File: src/rtl/cam_dump_pkg.sv
// cam_dump_pkg: shared state type and constants for the frame dump sequencer
package cam_dump_pkg;
    typedef enum logic [2:0] {IDLE, HDR, ADDR, LATCH, SEND} state_t;
    localparam logic [31:0] SYNC_DEFAULT = 32'hA55A_F00F;
    localparam int IDX_W = 2;
endpackage

File: src/rtl/frame_dump_seq_uart_pacer.sv
// uart_pacer: inter-byte holdoff counter and write strobe generation
//   i_clk, i_rst     clock, async active-high reset
//   i_uart_busy      UART transmitting
//   i_want_send      sequencer has a byte to send
//   o_wr             write strobe, high only when the holdoff has fully elapsed
module uart_pacer
    import cam_dump_pkg::*;
#(
    parameter int HOLDOFF_BITS = 13
) (
    input  logic i_clk,
    input  logic i_rst,
    input  logic i_uart_busy,
    input  logic i_want_send,
    output logic o_wr
);
    logic [HOLDOFF_BITS-1:0] r_cnt;

    // Strobe is combinational so the counter restarts in the strobe cycle,
    // giving a spacing of exactly 2**HOLDOFF_BITS cycles on an idle UART.
    assign o_wr = i_want_send && (&r_cnt) && !i_uart_busy;

    always_ff @(posedge i_clk or posedge i_rst)
        if (i_rst)
            r_cnt <= '0;
        else if (i_uart_busy || o_wr)
            r_cnt <= '0;
        else if (!(&r_cnt))
            r_cnt <= r_cnt + 1'b1;
endmodule

File: src/rtl/frame_dump_seq.sv
// frame_dump_seq: streams a sync header then the frame buffer, MSB-first, to a byte UART
//   sys_clk_i, sys_rst_i     read clock, async active-high reset
//   start_i                  request a dump (ignored when AUTO or busy)
//   read_x_o, read_y_o       buffer address; read_q_i valid one cycle later
//   uart_dat_o, uart_wr_o    byte and single-cycle write strobe
//   uart_busy_i              UART transmitting
//   busy_o, frame_done_o     dump in progress, pulse after last byte
module frame_dump_seq
    import cam_dump_pkg::*;
#(
    parameter int          COLS         = 40,
    parameter int          ROWS         = 30,
    parameter int          XW           = 6,
    parameter int          YW           = 5,
    parameter int          HOLDOFF_BITS = 13,
    parameter logic [31:0] SYNC_WORD    = SYNC_DEFAULT,
    parameter int          AUTO         = 1
) (
    input  logic          sys_clk_i,
    input  logic          sys_rst_i,
    input  logic          start_i,
    output logic [XW-1:0] read_x_o,
    output logic [YW-1:0] read_y_o,
    input  logic [31:0]   read_q_i,
    output logic [7:0]    uart_dat_o,
    output logic          uart_wr_o,
    input  logic          uart_busy_i,
    output logic          busy_o,
    output logic          frame_done_o
);
    state_t           r_state, w_next;
    logic [XW-1:0]    r_x;
    logic [YW-1:0]    r_y;
    logic [IDX_W-1:0] r_idx;
    logic [31:0]      r_word;
    logic             r_done;
    logic             w_want, w_wr, w_last_byte, w_last_x, w_last_y, w_last_word;
    logic [31:0]      w_src;

    assign w_want      = (r_state == HDR) || (r_state == SEND);
    assign w_last_byte = w_wr && (&r_idx);
    assign w_last_x    = r_x == XW'(COLS - 1);
    assign w_last_y    = r_y == YW'(ROWS - 1);
    assign w_last_word = (r_state == SEND) && w_last_byte && w_last_x && w_last_y;
    assign w_src       = (r_state == HDR) ? SYNC_WORD : r_word;

    uart_pacer #(.HOLDOFF_BITS(HOLDOFF_BITS)) u_pacer (
        .i_clk       (sys_clk_i),
        .i_rst       (sys_rst_i),
        .i_uart_busy (uart_busy_i),
        .i_want_send (w_want),
        .o_wr        (w_wr)
    );

    // Byte index 0 selects bits [31:24], so the offset is (3 - idx) * 8.
    assign uart_dat_o   = w_wr ? w_src[{~r_idx, 3'b000} +: 8] : 8'h00;
    assign uart_wr_o    = w_wr;
    assign busy_o       = r_state != IDLE;
    assign frame_done_o = r_done;
    assign read_x_o     = r_x;
    assign read_y_o     = r_y;

    always_ff @(posedge sys_clk_i or posedge sys_rst_i)
        if (sys_rst_i)
            r_state <= IDLE;
        else
            r_state <= w_next;

    always_comb begin
        w_next = r_state;
        case (r_state)
            IDLE:    w_next = (AUTO != 0 || start_i) ? HDR : IDLE;
            HDR:     w_next = w_last_byte ? ADDR : HDR;
            ADDR:    w_next = LATCH;
            LATCH:   w_next = SEND;
            SEND:    w_next = !w_last_byte ? SEND : (w_last_word ? IDLE : ADDR);
            default: w_next = IDLE;
        endcase
    end

    always_ff @(posedge sys_clk_i or posedge sys_rst_i)
        if (sys_rst_i) begin
            r_x    <= '0;
            r_y    <= '0;
            r_idx  <= '0;
            r_word <= '0;
            r_done <= 1'b0;
        end else begin
            r_done <= w_last_word;
            if (r_state == IDLE && w_next == HDR) begin
                r_x   <= '0;
                r_y   <= '0;
                r_idx <= '0;
            end else if (r_state == LATCH) begin
                r_word <= read_q_i;
                r_idx  <= '0;
            end else if (w_wr) begin
                r_idx <= r_idx + 1'b1;
            end
            // Address advances only when leaving a fully sent word.
            if (r_state == SEND && w_last_byte && !w_last_word) begin
                if (w_last_x) begin
                    r_x <= '0;
                    r_y <= r_y + 1'b1;
                end else begin
                    r_x <= r_x + 1'b1;
                end
            end
        end
endmodule

File: config.mk
export PLATFORM = sky130hd
export DESIGN_NAME = frame_dump_seq
export DESIGN_NICKNAME = d
export VERILOG_FILES = /design/src/rtl/cam_dump_pkg.sv /design/src/rtl/frame_dump_seq_uart_pacer.sv /design/src/rtl/frame_dump_seq.sv
export SDC_FILE = /design/constraint.sdc
export NUM_CORES = 1
export LEC_CHECK = 0
export BUFFER_PORTS_ARGS = -buffer_cell sky130_fd_sc_hd__buf_2
export CORE_MARGIN = 3
export CORE_UTILIZATION = 57
export DETAILED_ROUTE_END_ITERATION = 12
export PLACE_DENSITY_LB_ADDON = 0.08
export SYNTH_ARGS = -nofsm -noshare
export SYNTH_HDL_FRONTEND = slang
export SYNTH_SLANG_ARGS = --single-unit
File: constraint.sdc
create_clock -name sys_clk_i -period 5.1 [get_ports sys_clk_i]
set_clock_uncertainty 0.1 [all_clocks]
set_input_delay 0.51 -clock sys_clk_i [delete_from_list [all_inputs] [get_ports sys_clk_i]]
set_output_delay 0.51 -clock sys_clk_i [all_outputs]
set_load 0.02 [all_outputs]
==> results of run 1 <==
synth_stat cells (all sizes together) (2+ instances only):
| master | number | area [sq um] |
|---|---|---|
| dfrtp | 62 | 1551 |
| nand2b | 7 | 43.79 |
| o21ai | 14 | 70.06 |
| o311ai | 4 | 35.03 |
| o2111ai | 3 | 26.28 |
| and4 | 2 | 17.52 |
| a21o | 8 | 60.06 |
| or3b | 2 | 17.52 |
| xnor2 | 2 | 17.52 |
| mux2 | 32 | 360.4 |
| ha | 5 | 62.56 |
| buf | 4 | 20.02 |
| a221oi | 2 | 17.52 |
| o211ai | 5 | 37.54 |
| or3 | 7 | 43.79 |
| o31ai | 4 | 30.03 |
| nor4 | 3 | 33.78 |
| nor2b | 5 | 31.28 |
| a211o | 4 | 35.03 |
| nor2 | 11 | 41.29 |
| a21oi | 16 | 80.08 |
| nor3 | 9 | 45.04 |
| or4 | 3 | 22.52 |
| nand4 | 7 | 50.05 |
| mux2i | 5 | 50.05 |
| and3 | 5 | 31.28 |
| inv | 9 | 33.78 |
| nand2 | 28 | 105.1 |
| nor3b | 5 | 37.54 |
| and2 | 3 | 18.77 |
| or2 | 2 | 12.51 |
| a222oi | 2 | 20.02 |
| clkbuf | 14 | 52.55 |
| nand3 | 13 | 65.06 |
path summary, 6_finish.rpt:
path / startpoint / end / cells past startpoint
worst max-delay path: u_pacer.r_cnt[0] / uart_dat_o[5] / 6
worst min-delay path: sys_rst_i / r_word[20] / 3
worst max register to register: r_idx[0] / read_y_o[3] / 5
worst min register to register: r_word[21] / r_word[21] / 1
max in group asynchronous: sys_rst_i / r_state[0] / 3
min in group sys_clk_i: read_q_i[3] / r_word[3] / 2
worst max-delay path, delay by kind of cell, from the launching register on:
family	cells	cell delay [ns]
simple gates	3	0.84
compound gates	1	0.32
flops	1	0.42
fa+ha+maj	1	0.29
buf+inv	1	0.22
state kept, by name (all words and copies together) (netlist names):
signal         cells
r_word            32
u_pacer.r_cnt     13
read_x_o           6
read_y_o           5
r_state            3
r_idx              2
frame_done_o       1
kinds of logic (layout without fill, tap and decap cells):
logic type,count (synthesis),count (layout),synth area share [%]
compound gates,71,71,14.86
buf+inv,27,84,3.255
xor+xnor,3,3,0.8044
simple gates,113,113,19.11
flops,62,62,47.49
fa+ha+maj,5,5,1.915
mux,37,37,12.56
report_power, final:
group	switching, W	internal, W
logic	0.0000211	0.0000224
clock network	0.000203	0.000237
registers	0.00000917	0.000506
total	0.000233	0.000766
routing by layer:
| metal | vias up | part of all wire (%) |
|---|---|---|
| met5 | - | 0 |
| met4 | 0 | 1.1 |
| met3 | 11 | 4.3 |
| met2 | 54 | 45 |
| met1 | 1257 | 49 |
| li1 | 1285 | - |
stage by stage:
stage / power, W / util, % / hold slack, ns / std cells / instance area, sq um
global route: 0.001036 / 71.04 / 0.2880 / 445 / 3790
global placement: 0.0005677 / 67.31 / 0.3841 / 429 / 3591
finish: 0.0009991 / 71.04 / 0.2974 / 445 / 3790
floorplan: 0.0005477 / - / 0.3701 / 318 / 3267
detailed placement: 0.0005694 / 67.31 / 0.3917 / 429 / 3591
CTS: 0.001005 / 71.04 / 0.2938 / 445 / 3790
layout make-up:
cell class / count / area (sq um)
multi-input cells: 229 / 1615
flip-flops and latches: 62 / 1551
repair buffers: 59 / 302.8
well taps: 70 / 87.58
fillers: 411 / 1545
inverters: 9 / 33.78
clock buffers: 10 / 137.6
clock inverters: 6 / 61.31
cells in the final DEF, fill, tap and decap left out, types with 8 or more instances in the layout:
cell type,count
nor2_1,11
o21ai_0,13
nand2_1,28
a21o_1,8
inv_1,8
nand3_1,13
clkbuf_8,10
a21oi_1,16
mux2_2,32
nor3_1,9
buf_2,56
dfrtp_1,62
==> out/metrics.yaml, run 1 <==
layout-drive-gt1-share_pct: 31.20
ir_drop_v: 0.0001754
drtIter0Drc: 134
required_ns: 4.49
grt_pass1_vias: 2376
ys_types: 48
antenna_found_initial: 0
vias: 2607
root_buffer: "clkbuf_8"
grt_max_degree: 63
postRouteAntennaNets: 0
synth.avg_cell_area_sq_um: 10.27
top_usage_layer: "met2"
synthFlopType: "dfrtp_1"
dr.pass1.iters: 4
slowest_stage: "dfrtp_1"
worstHoldPathType: "in2async"
ys_seq_elements: 62
powerDensity_nw_per_um2: 263.6
worstSkewPairLatency_ns: 0.34
setup_tns_ns: 0
grtUsageTotal_pct: 21.36
worst_slew_pin_slew_ns: 1.164
drc: 0
ios: 58
use_met2_pct: 31.60
cts_tree: "yes"
cts_sinks: 62
p_leak_nw: 1.731
dp_hpwl_microns: 4539
die_x_microns: 81.71
clk_path_buf_depth: 2
r2r_slack_ns: 2.55
place_ws_ns: 2.462
slew_violations: 0
place.gp.congestion: 0.7624
start_kind: "register"
max-cap-violations: 0
layout_worst_path_cycle_share_pct: 59.26
period_needed_ns: 3.022
ctsResizeCount: 0
syn_area_sq_um: 3267
cts_setup_buffers: 0
ys_seq_area_share_pct: 47.49
finalHoldViolCount: 0
use_met3_pct: 4.167
path_cells: "ha_1 > and3_1 > and4_1 > nand2_1 > a221oi_1 > buf_2"
fmax_mhz: 330.9
status: "complete, no violations"
synth.net_count: 359
worstSetupEndpointType: "output port"
cp_slowest_stage_delay_ns: 0.42
htreeDepth: 3
grt_pass1_wl_microns: 10960
maxSlewHeadroom_pct: 21.77
fp.dieH_microns: 81.71
routed_wl_microns: 6817
clkTransAtPathRegs_ns: 0.07
numCtsBuffers: 9
use_met1_pct: 30.89
async_flop_share_pct: 100.0
critPathArrivalTime_ns: 2.41
setup_viol: 0
die_area_sq_um: 6676
worst-path-max-fanout: 9
fin_ws_ns: 2.078
routedWlPerCell_microns: 15.32
synth_edf_count: 0
overflow: 0
synthCells: 318
io_buffers: 56
antenna_cells: 0
criticalPathCategory: "reg2out"
rsz0062_at_grt: "false"
start_util_pct: 61.23
area_growth_pct: 16.01
via_per_inst: 5.858
core_sq_um: 5335
cts_hold_buffers: 0
nNetsFinal: 411
rows: 26
yosysWarningCount: 0
Power figures use the tool's default switching activity.
==> run 2: changes to the inputs <==
--- a/config.mk
+++ b/config.mk
@@ -5,9 +5,10 @@
 export SDC_FILE = /design/constraint.sdc
 export NUM_CORES = 1
 export LEC_CHECK = 0
+export ABC_AREA = 1
 export BUFFER_PORTS_ARGS = -buffer_cell sky130_fd_sc_hd__buf_2
 export CORE_MARGIN = 3
-export CORE_UTILIZATION = 57
+export CORE_UTILIZATION = 56
 export DETAILED_ROUTE_END_ITERATION = 12
 export PLACE_DENSITY_LB_ADDON = 0.08
 export SYNTH_ARGS = -nofsm -noshare
==> constraint.sdc (replaced) <==
create_clock -name sys_clk_i -period 3.15 [get_ports sys_clk_i]
set_clock_uncertainty 0.1 [all_clocks]
set_input_delay 0.315 -clock sys_clk_i [delete_from_list [all_inputs] [get_ports sys_clk_i]]
set_output_delay 0.315 -clock sys_clk_i [all_outputs]
set_load 0.02 [all_outputs]
==> run 2 against run 1 <==
  * Sequential power up 62%
  * Clock-buffer cell count up 6
  * Largest power group unchanged
  * Largest cell class is now sequential cells
  * Sequential share of layout area up 0.67 points
==> out/metrics.yaml, run 2 <==
r2r-start: "u_pacer.r_cnt[0]"  # was r_idx[0]
synth.area.top_cells: "dfrtp_1 48%, mux2_2 9.1%, nand2_1 9.0%"  # was dfrtp_1 47%, mux2_2 11%, nand2_1 3.2%
criticalPathCategory: "reg2out"  # unchanged
worst-path-max-fanout: 12  # was 9
worst_slew_pin_slew_ns: 0.7758  # was 1.164 ns
dr.pass1.iters: 4  # unchanged
worstSetupEndpointType: "output port"  # unchanged
antenna_found_initial: 0  # unchanged
placedCellCount: 479  # was 429
critPathArrivalTime_ns: 2.22  # was 2.41 ns
start_util_pct: 60.13  # was 61.23%
routed_wl_microns: 6593  # was 6817 microns
grt_max_degree: 63  # unchanged
synth_top_area_share_pct: 48.36  # was 47.49%
yosysWarningCount: 0  # unchanged
grt_pass1_wl_microns: 11610  # was 10960 microns
clkTransAtPathRegs_ns: 0.07  # about the same
period_needed_ns: 2.635
reg2reg_to: "u_pacer.r_cnt[6]"  # was read_y_o[3]
grtUsageTotal_pct: 22.76  # was 21.36%
nNetsFinal: 461  # was 411
grt_pass1_vias: 2671  # was 2376
worstSkewPairLatency_ns: 0.34  # about the same
via_per_inst: 5.295  # was 5.858
cts_setup_buffers: 0  # unchanged
ir_drop_v: 0.0003514  # was 0.0001754 V
placed_area_sq_um: 3548  # was 3591 sq um
status: "complete, no violations"  # unchanged
synthFlopType: "dfrtp_1"  # unchanged
fp.dieH_microns: 81.69  # was 81.71 microns
place_ws_ns: 0.8830  # was 2.462 ns
postRouteAntennaNets: 0  # unchanged
rows: 26  # unchanged
netlist_top_cells_count: "77 x nand2_1, 62 x dfrtp_1, 37 x nor2_1"  # was 62 x dfrtp_1, 32 x mux2_2, 28 x nand2_1
ys_types: 33  # was 48
htreeDepth: 3  # unchanged
cts_tree: "yes"  # unchanged
maxSlewHeadroom_pct: 48.28  # was 21.77%
area_growth_pct: 16.22  # was 16.01%
fin_ws_ns: 0.5149  # was 2.078 ns
powerDensity_nw_per_um2: 415.5  # was 263.6 nW/um^2
required_ns: 2.73  # was 4.49 ns
layout_worst_path_cycle_share_pct: 83.65
setup_tns_ns: 0  # unchanged
clk_path_buf_depth: 2  # unchanged
ys_seq_elements: 62  # unchanged
layout_commonest_cell: "nand2_1"  # was dfrtp_1
setup_viol: 0  # unchanged
numCtsBuffers: 9  # unchanged
final_cell_mix: "77 x nand2_1, 62 x dfrtp_1, 56 x buf_2, 37 x nor2_1, 33 x inv_1"  # was 62 x dfrtp_1, 56 x buf_2, 32 x mux2_2, 28 x nand2_1, 16 x a21oi_1
antenna_cells: 0  # unchanged
routedWlPerCell_microns: 13.32  # was 15.32 microns
root_buffer: "clkbuf_8"  # unchanged
stdcell_area_sq_um: 3729  # was 3790 sq um
layout-drive-gt1-share_pct: 26.59  # was 31.20%
rsz0062_at_grt: "false"  # unchanged
start_kind: "register"  # unchanged
cts_hold_buffers: 0  # unchanged
synth_edf_count: 0  # unchanged
synth.avg_cell_area_sq_um: 8.911  # was 10.27 sq um
max-cap-violations: 0  # unchanged
place.gp.congestion: 0.8423  # was 0.7624
synth_top_area_cell: "dfrtp_1"  # unchanged
cts_sinks: 62  # unchanged
ys_seq_area_share_pct: 48.36  # was 47.49%
dp_hpwl_microns: 4648  # was 4539 microns
ios: 58  # unchanged
fmax_mhz: 379.5
overflow: 0  # unchanged
slew_violations: 0  # unchanged
yosysMostFrequentCell: "nand2_1"  # was dfrtp_1
p_leak_nw: 1.950  # was 1.731 nW
syn_area_sq_um: 3208  # was 3267 sq um
synth.net_count: 401  # was 359
synthCells: 360  # was 318
r2r_slack_ns: 1.19  # was 2.55 ns
worstHoldPathType: "in2async"  # unchanged
die_x_microns: 81.69  # was 81.71 microns
finalHoldViolCount: 0  # unchanged
drc: 0  # unchanged
drtIter0Drc: 132  # was 134
final_cell_count_no_fill: 495  # was 445
ctsResizeCount: 0  # unchanged
async_flop_share_pct: 100.0  # unchanged
fin_util_pct: 69.89  # was 71.04%
core_sq_um: 5335  # unchanged
vias: 2621  # was 2607
largest_reg_flops: 32  # unchanged
die_area_sq_um: 6673  # was 6676 sq um
io_buffers: 56  # unchanged
largest-register: "r_word"  # unchanged
reg2reg_depth: 10  # was 5
==> run 2: through the flow <==
step	hold slack, ns	power, W
CTS	0.09006	0.001568
finish	0.09263	0.001549
detailed placement	0.3903	0.0009206
global placement	0.3852	0.0009167
floorplan	0.3547	0.0008842
global route	0.09697	0.001624
==> run 2: critical path: stages, from the launching register on <==
cell     delay (ns)
dfrtp_1        0.42
nor3_2         0.33
nor2_1         0.17
inv_1          0.34
nor2_1         0.06
o21ai_0        0.18
nand2_1        0.09
nor2_1         0.11
buf_2          0.18
==> run 2: layout make-up <==
class                   count  area [sq um]
fillers                   443          1607
flip-flops and latches     62          1551
multi-input cells         253          1475
repair buffers             59         302.8
clock buffers              16         180.2
inverters                  35         131.4
well taps                  70         87.58
==> run 2: cells by family (layout without fill, tap and decap cells) <==
| family | Yosys count | after routing | synth area share, % |
|---|---|---|---|
| mux | 26 | 26 | 9.126 |
| buf+inv | 45 | 110 | 5.655 |
| fa+ha+maj | 5 | 5 | 1.950 |
| simple gates | 159 | 159 | 23.28 |
| xor+xnor | 5 | 5 | 1.365 |
| flops | 62 | 62 | 48.36 |
| compound gates | 58 | 58 | 10.26 |
==> run 2: how the worst max path moves through the flow <==
stage | from | end | cells after the start | slack [ns]
6_report | r_state[1] | uart_dat_o[4] | 8 | 0.51
5_1_grt | u_pacer.r_cnt[0] | uart_dat_o[6] | 10 | 0.31
4_1_cts | u_pacer.r_cnt[0] | uart_dat_o[6] | 10 | 0.49
3_5_place_dp | u_pacer.r_cnt[0] | uart_dat_o[6] | 10 | 0.88
3_3_place_gp | u_pacer.r_cnt[0] | uart_dat_o[6] | 10 | 0.91
2_1_floorplan | u_pacer.r_cnt[0] | uart_dat_o[6] | 9 | 1.00
==> run 2: layer usage <==
layer,wire [microns],global-route usage [%],vias to the layer above
li1,-,-,1309
met1,2986,27.65,1238
met2,3194,38.84,65
met3,294,4.934,9
met4,117,10.13,0
met5,0,0,-
==> run 2: power by group <==
| group | leakage, nW | total (W) | switching (W) | internal, W |
|---|---|---|---|---|
| clock network | 0.0910 | 0.000645 | 0.000293 | 0.000352 |
| registers | 0.784 | 0.000833 | 0.0000128 | 0.000820 |
| logic | 1.07 | 0.0000708 | 0.0000362 | 0.0000346 |
| total | 1.95 | 0.00155 | 0.000342 | 0.00121 |
